**src/rtl/seg7_pkg.sv**
```systemverilog
// ---------------------------------------------------------------------------
// seg7_pkg
// Shared definitions for the clock display driver:
//   - digit index constants for the four multiplexed display positions
//   - 7-bit seven-segment glyphs, bit order {g,f,e,d,c,b,a}, active-high
//   - bcd2_t, a two-digit BCD field {tens, ones}
// ---------------------------------------------------------------------------
package seg7_pkg;

    // Display positions; index 0 is the rightmost digit.
    localparam logic [1:0] DIG_MIN_ONES = 2'd0;
    localparam logic [1:0] DIG_MIN_TENS = 2'd1;
    localparam logic [1:0] DIG_HR_ONES  = 2'd2;
    localparam logic [1:0] DIG_HR_TENS  = 2'd3;

    // Glyphs, active-high; polarity is applied at the output registers.
    localparam logic [6:0] GLYPH_0    = 7'h3F;
    localparam logic [6:0] GLYPH_1    = 7'h06;
    localparam logic [6:0] GLYPH_2    = 7'h5B;
    localparam logic [6:0] GLYPH_3    = 7'h4F;
    localparam logic [6:0] GLYPH_4    = 7'h66;
    localparam logic [6:0] GLYPH_5    = 7'h6D;
    localparam logic [6:0] GLYPH_6    = 7'h7D;
    localparam logic [6:0] GLYPH_7    = 7'h07;
    localparam logic [6:0] GLYPH_8    = 7'h7F;
    localparam logic [6:0] GLYPH_9    = 7'h6F;
    localparam logic [6:0] GLYPH_DASH = 7'h40;
    localparam logic [6:0] GLYPH_OFF  = 7'h00;

    typedef struct packed {
        logic [3:0] tens;
        logic [3:0] ones;
    } bcd2_t;

endpackage

```
**src/rtl/clock_display_driver_if.sv**
```systemverilog
// ---------------------------------------------------------------------------
// clock_display_driver_if
// Bundles the strobe/level inputs and the time/display outputs of the clock
// display driver.
//   master : drives sec_tick, inc_min, inc_hour, blank; observes outputs
//   slave  : the driver itself
// Signals:
//   sec_tick, inc_min, inc_hour : one-cycle strobes
//   blank                       : level, 1 = all digits dark
//   hours_bcd/minutes_bcd/seconds_bcd : BCD {tens, ones}
//   an[3:0], seg[6:0] {g..a}, dp : display pins, polarity set by the driver
// ---------------------------------------------------------------------------
interface clock_display_driver_if;
    import seg7_pkg::*;

    logic       sec_tick;
    logic       inc_min;
    logic       inc_hour;
    logic       blank;
    bcd2_t      hours_bcd;
    bcd2_t      minutes_bcd;
    bcd2_t      seconds_bcd;
    logic [3:0] an;
    logic [6:0] seg;
    logic       dp;

    modport master (
        output sec_tick, inc_min, inc_hour, blank,
        input  hours_bcd, minutes_bcd, seconds_bcd, an, seg, dp
    );

    modport slave (
        input  sec_tick, inc_min, inc_hour, blank,
        output hours_bcd, minutes_bcd, seconds_bcd, an, seg, dp
    );

endinterface

```
**src/rtl/seg7_decoder.sv**
```systemverilog
// ---------------------------------------------------------------------------
// seg7_decoder
// Purely combinational BCD nibble to seven-segment glyph, active-high.
//   digit_i[3:0] : BCD value; non-BCD codes (unreachable) show a dash
//   blank_i      : 1 = all segments off
//   glyph_o[6:0] : {g,f,e,d,c,b,a}
// ---------------------------------------------------------------------------
module seg7_decoder
    import seg7_pkg::*;
(
    input  logic [3:0] digit_i,
    input  logic       blank_i,
    output logic [6:0] glyph_o
);

    // Nibble to glyph lookup with blanking override.
    always_comb begin
        glyph_o = GLYPH_OFF;
        if (blank_i) begin
            glyph_o = GLYPH_OFF;
        end else begin
            case (digit_i)
                4'd0:    glyph_o = GLYPH_0;
                4'd1:    glyph_o = GLYPH_1;
                4'd2:    glyph_o = GLYPH_2;
                4'd3:    glyph_o = GLYPH_3;
                4'd4:    glyph_o = GLYPH_4;
                4'd5:    glyph_o = GLYPH_5;
                4'd6:    glyph_o = GLYPH_6;
                4'd7:    glyph_o = GLYPH_7;
                4'd8:    glyph_o = GLYPH_8;
                4'd9:    glyph_o = GLYPH_9;
                default: glyph_o = GLYPH_DASH;
            endcase
        end
    end

endmodule

```
**src/rtl/clock_display_driver.sv**
```systemverilog
// ---------------------------------------------------------------------------
// clock_display_driver
// Time-of-day keeper (BCD HH:MM:SS) advanced by a once-per-second strobe and
// settable with minute/hour increment strobes, plus a 4-digit multiplexed
// seven-segment driver showing HH.MM with the hours-ones DP as a blinking
// colon.
// Parameters:
//   SCAN_DIV       : clk cycles each digit is lit (>= 2)
//   MODE_24H       : 1 = hours 00-23, 0 = hours 01-12
//   SEG_ACTIVE_LOW : 1 = an/seg/dp active-low
// Ports:
//   clk   : system clock
//   rst_n : asynchronous active-low reset
//   bus   : strobes/blank in, time fields and display pins out
// ---------------------------------------------------------------------------
module clock_display_driver
    import seg7_pkg::*;
#(
    parameter int SCAN_DIV       = 12500,
    parameter bit MODE_24H       = 1'b1,
    parameter bit SEG_ACTIVE_LOW = 1'b1
) (
    input  logic                   clk,
    input  logic                   rst_n,
    clock_display_driver_if.slave  bus
);

    localparam int          CNT_W    = $clog2(SCAN_DIV);
    localparam logic [CNT_W-1:0] CNT_LAST = CNT_W'(SCAN_DIV - 1);
    localparam logic [CNT_W-1:0] CNT_ZERO = {CNT_W{1'b0}};

    localparam bcd2_t ZERO_BCD = bcd2_t'(8'h00);
    localparam bcd2_t MAX59    = bcd2_t'(8'h59);
    localparam bcd2_t HR_MAX   = MODE_24H ? bcd2_t'(8'h23) : bcd2_t'(8'h12);
    localparam bcd2_t HR_MIN   = MODE_24H ? bcd2_t'(8'h00) : bcd2_t'(8'h01);
    localparam bcd2_t HR_RESET = MODE_24H ? bcd2_t'(8'h00) : bcd2_t'(8'h12);

    // Inactive levels of the display pins.
    localparam logic [3:0] AN_OFF  = SEG_ACTIVE_LOW ? 4'hF  : 4'h0;
    localparam logic [6:0] SEG_OFF = SEG_ACTIVE_LOW ? 7'h7F : 7'h00;
    localparam logic       DP_OFF  = SEG_ACTIVE_LOW ? 1'b1  : 1'b0;

    // Increment a two-digit BCD field; at max_v it wraps to min_v.
    function automatic bcd2_t bcd_inc(input bcd2_t v, input bcd2_t max_v,
                                      input bcd2_t min_v);
        bcd2_t r;
        if (v == max_v) begin
            r = min_v;
        end else if (v.ones >= 4'd9) begin
            r.tens = v.tens + 4'd1;
            r.ones = 4'd0;
        end else begin
            r.tens = v.tens;
            r.ones = v.ones + 4'd1;
        end
        return r;
    endfunction

    bcd2_t            hr_q, hr_d;
    bcd2_t            min_q, min_d;
    bcd2_t            sec_q, sec_d;
    logic [CNT_W-1:0] scan_cnt_q, scan_cnt_d;
    logic [1:0]       dig_q, dig_d;
    logic [3:0]       an_q, an_d;
    logic [6:0]       seg_q, seg_d;
    logic             dp_q, dp_d;

    logic             scan_term_s;
    logic [3:0]       digit_nib_s;
    logic             lead_zero_s;
    logic [6:0]       glyph_s;
    logic [3:0]       an_act_s;
    logic             dp_act_s;

    // Timekeeping: set strobes take priority and discard a same-cycle tick.
    always_comb begin
        hr_d  = hr_q;
        min_d = min_q;
        sec_d = sec_q;
        if (bus.inc_min || bus.inc_hour) begin
            if (bus.inc_min) begin
                min_d = bcd_inc(min_q, MAX59, ZERO_BCD);
                sec_d = ZERO_BCD;
            end else begin
                min_d = min_q;
                sec_d = sec_q;
            end
            if (bus.inc_hour) begin
                hr_d = bcd_inc(hr_q, HR_MAX, HR_MIN);
            end else begin
                hr_d = hr_q;
            end
        end else if (bus.sec_tick) begin
            sec_d = bcd_inc(sec_q, MAX59, ZERO_BCD);
            if (sec_q == MAX59) begin
                min_d = bcd_inc(min_q, MAX59, ZERO_BCD);
                if (min_q == MAX59) begin
                    hr_d = bcd_inc(hr_q, HR_MAX, HR_MIN);
                end else begin
                    hr_d = hr_q;
                end
            end else begin
                min_d = min_q;
                hr_d  = hr_q;
            end
        end else begin
            hr_d  = hr_q;
            min_d = min_q;
            sec_d = sec_q;
        end
    end

    // Scan timing: dwell counter and digit index.
    always_comb begin
        scan_term_s = (scan_cnt_q == CNT_LAST);
        if (scan_term_s) begin
            scan_cnt_d = CNT_ZERO;
            dig_d      = dig_q + 2'd1;
        end else begin
            scan_cnt_d = scan_cnt_q + CNT_W'(1);
            dig_d      = dig_q;
        end
    end

    // Select the nibble shown at the current digit position.
    always_comb begin
        digit_nib_s = 4'd0;
        case (dig_q)
            DIG_MIN_ONES: digit_nib_s = min_q.ones;
            DIG_MIN_TENS: digit_nib_s = min_q.tens;
            DIG_HR_ONES:  digit_nib_s = hr_q.ones;
            DIG_HR_TENS:  digit_nib_s = hr_q.tens;
            default:      digit_nib_s = 4'd0;
        endcase
    end

    // In 12h mode a zero hours-tens digit is dark, but its anode still scans.
    assign lead_zero_s = (MODE_24H == 1'b0) && (dig_q == DIG_HR_TENS) &&
                         (hr_q.tens == 4'd0);

    seg7_decoder u_dec (
        .digit_i (digit_nib_s),
        .blank_i (lead_zero_s || bus.blank),
        .glyph_o (glyph_s)
    );

    // Active-high pin values before polarity; colon lit on even seconds.
    always_comb begin
        an_act_s = 4'b0000;
        dp_act_s = 1'b0;
        if (bus.blank) begin
            an_act_s = 4'b0000;
            dp_act_s = 1'b0;
        end else begin
            an_act_s = 4'b0001 << dig_q;
            dp_act_s = (dig_q == DIG_HR_ONES) && (sec_q.ones[0] == 1'b0);
        end
        an_d  = SEG_ACTIVE_LOW ? ~an_act_s : an_act_s;
        seg_d = SEG_ACTIVE_LOW ? ~glyph_s  : glyph_s;
        dp_d  = SEG_ACTIVE_LOW ? ~dp_act_s : dp_act_s;
    end

    // State and output registers.
    always_ff @(posedge clk or negedge rst_n) begin
        if (!rst_n) begin
            hr_q       <= HR_RESET;
            min_q      <= ZERO_BCD;
            sec_q      <= ZERO_BCD;
            scan_cnt_q <= CNT_ZERO;
            dig_q      <= 2'd0;
            an_q       <= AN_OFF;
            seg_q      <= SEG_OFF;
            dp_q       <= DP_OFF;
        end else begin
            hr_q       <= hr_d;
            min_q      <= min_d;
            sec_q      <= sec_d;
            scan_cnt_q <= scan_cnt_d;
            dig_q      <= dig_d;
            an_q       <= an_d;
            seg_q      <= seg_d;
            dp_q       <= dp_d;
        end
    end

    assign bus.hours_bcd   = hr_q;
    assign bus.minutes_bcd = min_q;
    assign bus.seconds_bcd = sec_q;
    assign bus.an          = an_q;
    assign bus.seg         = seg_q;
    assign bus.dp          = dp_q;

endmodule

```
**src/flat_wrapper.sv**
```systemverilog
// flat-port wrapper written by rule: the top's interface ports become plain ports
module clock_display_driver_flat import seg7_pkg::*;
#(
    parameter int SCAN_DIV       = 12500,
    parameter bit MODE_24H       = 1'b1,
    parameter bit SEG_ACTIVE_LOW = 1'b1
)
  (clk, rst_n, bus_sec_tick, bus_inc_min, bus_inc_hour, bus_blank, bus_hours_bcd, bus_minutes_bcd, bus_seconds_bcd, bus_an, bus_seg, bus_dp);
  clock_display_driver_if bus_i ();
  input  logic clk;
  input  logic rst_n;
  input wire logic [$bits(bus_i.sec_tick)-1:0] bus_sec_tick;
  input wire logic [$bits(bus_i.inc_min)-1:0] bus_inc_min;
  input wire logic [$bits(bus_i.inc_hour)-1:0] bus_inc_hour;
  input wire logic [$bits(bus_i.blank)-1:0] bus_blank;
  output wire logic [$bits(bus_i.hours_bcd)-1:0] bus_hours_bcd;
  output wire logic [$bits(bus_i.minutes_bcd)-1:0] bus_minutes_bcd;
  output wire logic [$bits(bus_i.seconds_bcd)-1:0] bus_seconds_bcd;
  output wire logic [$bits(bus_i.an)-1:0] bus_an;
  output wire logic [$bits(bus_i.seg)-1:0] bus_seg;
  output wire logic [$bits(bus_i.dp)-1:0] bus_dp;
  assign bus_i.sec_tick = bus_sec_tick;
  assign bus_i.inc_min = bus_inc_min;
  assign bus_i.inc_hour = bus_inc_hour;
  assign bus_i.blank = bus_blank;
  assign bus_hours_bcd = bus_i.hours_bcd;
  assign bus_minutes_bcd = bus_i.minutes_bcd;
  assign bus_seconds_bcd = bus_i.seconds_bcd;
  assign bus_an = bus_i.an;
  assign bus_seg = bus_i.seg;
  assign bus_dp = bus_i.dp;
  clock_display_driver #(.SCAN_DIV(SCAN_DIV), .MODE_24H(MODE_24H), .SEG_ACTIVE_LOW(SEG_ACTIVE_LOW)) u_core (.clk(clk), .rst_n(rst_n), .bus(bus_i));
endmodule
```
**config.mk**
```make
export PLATFORM = sky130hd
export DESIGN_NAME = clock_display_driver_flat
export DESIGN_NICKNAME = d
export VERILOG_FILES = /design/src/rtl/seg7_pkg.sv /design/src/rtl/clock_display_driver_if.sv /design/src/rtl/seg7_decoder.sv /design/src/rtl/clock_display_driver.sv /design/src/flat_wrapper.sv
export SDC_FILE = /design/constraint.sdc
export NUM_CORES = 1
export LEC_CHECK = 0
export CAP_MARGIN = 40
export CORE_MARGIN = 1.5
export CORE_UTILIZATION = 40
export DETAILED_ROUTE_END_ITERATION = 16
export PLACE_DENSITY = 0.73
export SYNTH_ARGS = -nofsm -noshare
export SYNTH_HDL_FRONTEND = slang
export SYNTH_SLANG_ARGS = --single-unit
export TNS_END_PERCENT = 5
```
**constraint.sdc**
```tcl
create_clock -name clk -period 2.88 [get_ports clk]
set_clock_uncertainty 0.2 [all_clocks]
set_input_delay 0.288 -clock clk [delete_from_list [all_inputs] [get_ports clk]]
set_output_delay 0.288 -clock clk [all_outputs]
set_load 0.05 [all_outputs]
```
==> flow_metrics.env <==
export IMPL_post_cts_buffers=0
export IMPL_vdd_ir_drop_max_v=0.000617
export IMPL_yosysWarnings=0
export IMPL_drt_wl_total_um=5730
export IMPL_drv_cap=0
export IMPL_clock_path_buffers=2
export IMPL_worstSetupEndpoint="u_core.bus.seg[3]$_DFF_PN1_"
export IMPL_synth_edff_count=0
export IMPL_grt_first_pass_wirelength_um=10200
export IMPL_grt_max_degree=31
export IMPL_synth_top_area_share_pct=35.3
export IMPL_cts_root_buf="clkbuf_8"
export IMPL_synth_seq_cells=52
export IMPL_vias_per_cell=5.08
export IMPL_leakagePower_uw=0.00152
export IMPL_relSlewSlack_pct=54.5
export IMPL_synth_area_leaders="dfrtp_1 (35%), ha_1 (11%), dfstp_2 (11%)"
export IMPL_crit_path_cell_trace="inv_1 -> ha_1 -> a222oi_1 -> mux2i_1 -> ha_1 -> nand2b_1 -> a211o_1 -> o31a_1"
export IMPL_r2r_setup_slack_ps=490
export IMPL_ys_async_sr_fraction_pct=100
export IMPL_ant_nets=0
export IMPL_post_cts_resized=0
export IMPL_synth_commonest_cells="dfrtp_1 (40), ha_1 (26), nor2_1 (25)"
export IMPL_die_w_um=87.2
export IMPL_cts_sinks=52
export IMPL_finalCritPeriodShare_pct=83.0
export IMPL_core_area_sq_um=6830
export IMPL_cp_depth=8
export IMPL_rows=30
export IMPL_tns_ps=0
export IMPL_synth_ff_type="dfrtp_1"
export IMPL_power_density_nw_per_um2=821
export IMPL_die_h_um=87.2
export IMPL_path_max_fanout=5
export IMPL_start_util_pct=41.5
export IMPL_clk_latency_ps=300
export IMPL_start_kind="flop"
export IMPL_dieArea_sq_um=7610
export IMPL_first_pass_iters=4
export IMPL_clkTransAtPathRegs_ps=100
export IMPL_io_pin_count=42
export IMPL_synth_avg_cell_area_sq_um=10.5
export IMPL_r2r_start="u_core.dig_q[0]$_DFFE_PN0N_"
export IMPL_worst_pin_slew_ps=682
export IMPL_antenna_found_initial=0
export IMPL_setup_violations=0
export IMPL_areaGrowthSynthToFinish_pct=21.8
export IMPL_finalCriticalPeriod_ps=2390
export IMPL_cts_tree="built"
export IMPL_worstReg2RegEnd="u_core.bus.seg[3]$_DFF_PN1_"
export IMPL_place_ws_ps=520
export IMPL_max_freq_mhz=419
export IMPL_wl_per_cell_um=13.8
export IMPL_worstSetupPathType="reg -> reg"
export IMPL_drive_gt1_share_pct=11.3
export IMPL_post_synth_top_count_cell="dfrtp_1"
export IMPL_critical_path_startpoint="u_core.dig_q[0]$_DFFE_PN0N_"
export IMPL_cp_slowest_cell="dfrtp_1"
export IMPL_layout_setup_ws_ps=491
export IMPL_yosysTopAreaCell="dfrtp_1"
export IMPL_r2r_cells=8
export IMPL_crit_buf_inv=1
export IMPL_final_cell_area_sq_um=3460
export IMPL_ys_seq_area_share_pct=46.4
export IMPL_crit_arrival_ps=2430
export IMPL_utilization_pct=50.6
export IMPL_grt_usage_pct=17.0
export IMPL_routabilityCongestion=0.881
export IMPL_hold_buffers=1
export IMPL_end_kind="flop"
export IMPL_io_buffers=41
export IMPL_path_common_cell="ha_1"
export IMPL_cts_buffers=5
export IMPL_finalHoldViolCount=0
export IMPL_worst_path_largest_cell_delay_ps=390
export IMPL_grt_pass1_vias=2115
export IMPL_holdCritPathClass="reg -> reg"
export IMPL_path_delay_family="compound AO/OA/AOI/OAI gates"
export IMPL_synth_nets=303
export IMPL_syn_area_sq_um=2840
export IMPL_rsz0062_at_grt="no"
export IMPL_finalNetCount=351
export IMPL_dp_hpwl_um=4310
export IMPL_h_tree_depth=2
export IMPL_drc_errors=0
export IMPL_syn_inst=271
export IMPL_cp_data_required_time_ps=2920
export IMPL_yosys_cell_types_count=52
export IMPL_drtIter0Drc=93
export IMPL_diodes=0
export IMPL_overflow=0
export IMPL_status="finished clean"
export IMPL_postPlaceCellArea_sq_um=3350
export IMPL_slew_violations=0
export IMPL_vias=2113
worst min-delay path by stage:
stage / startpoint / cells after the start / endpoint
after floorplan: rst_n / 0 / u_core.bus.hours_bcd[0]$_DFFE_PN0P_
after global placement: rst_n / 1 / u_core.bus.seconds_bcd[5]$_DFFE_PN0P_
after detailed placement: rst_n / 1 / u_core.bus.seconds_bcd[5]$_DFFE_PN0P_
after CTS: u_core.scan_cnt_q[11]$_DFF_PN0_ / 1 / u_core.scan_cnt_q[11]$_DFF_PN0_
after global routing: u_core.scan_cnt_q[10]$_DFF_PN0_ / 1 / u_core.scan_cnt_q[10]$_DFF_PN0_
final: u_core.scan_cnt_q[11]$_DFF_PN0_ / 1 / u_core.scan_cnt_q[11]$_DFF_PN0_
where the power goes:
group	internal [uW]	switching [uW]	total (uW)
registers	896	186	1080
clock network	172	247	419
logic	462	876	1340
total	1530	1310	2840
registers in the layout, summed over array words and instances (netlist names):
name / count
u_core.scan_cnt_q: 14
u_core.bus.hours_bcd: 8
u_core.bus.dp: 1
u_core.bus.minutes_bcd: 8
u_core.bus.an: 4
u_core.bus.seconds_bcd: 8
u_core.bus.seg: 7
u_core.dig_q: 2
stage by stage:
| step | hold WS [ps] | instances | power [uW] |
|---|---|---|---|
| floorplan | -208 | 271 | 1970 |
| global placement | 170 | 407 | 2400 |
| detailed placement | 171 | 407 | 2430 |
| CTS | 298 | 416 | 2860 |
| global route | 338 | 416 | 3040 |
| finish | 292 | 416 | 2840 |
metal layers:
layer,up-vias,wire length (um),GRT usage (%)
met2,39,2670,27.4
met5,-,0,0
met4,0,38,4.33
met1,1019,2800,23.5
li1,1049,-,-
met3,6,228,3.32
cell families (layout without fill, tap and decap cells):
kind of cell | count (synthesis) | in the layout | synth area share [%]
XOR/XNOR | 17 | 17 | 5.25
multiplexers | 7 | 7 | 2.60
AO/OA/AOI/OAI | 51 | 51 | 12.8
AND/OR/NAND/NOR | 96 | 96 | 17.9
flip-flops | 52 | 52 | 46.4
adder cells (fa/ha/maj) | 26 | 26 | 11.5
buffers and inverters | 22 | 71 | 3.62
cells in the final DEF, fill, tap and decap left out, drive strengths merged, types with 2 or more instances in the layout:
master and n:
and2 2, buf 5, xnor2 9, mux2i 4, a22oi 2, nand4 3, a21oi 8, o21bai 4
nor4 2, ha 26, a222oi 3, nor3 2, mux2 3, nand3 14, clkbuf 5, a41oi 3
inv 17, and3 5, dfstp 12, xor2 8, a31o 2, clkinvlp 2, o31ai 2, o21ai 18
o31a 2, nor2 25, and4 4, clkdlybuf4s50 40, dfrtp 40, and2b 2, nand2 19, nand2b 10
layout make-up:
cell class,instances,area (sq um)
fillers,642,3370
multi-input cells,197,1420
flip-flops and latches,52,1320
repair buffers,46,445
well taps,96,120
clock buffers,5,68.8
inverters,17,63.8
clock inverters,3,23.8
Note: power is estimated with default switching activity, not from simulation.
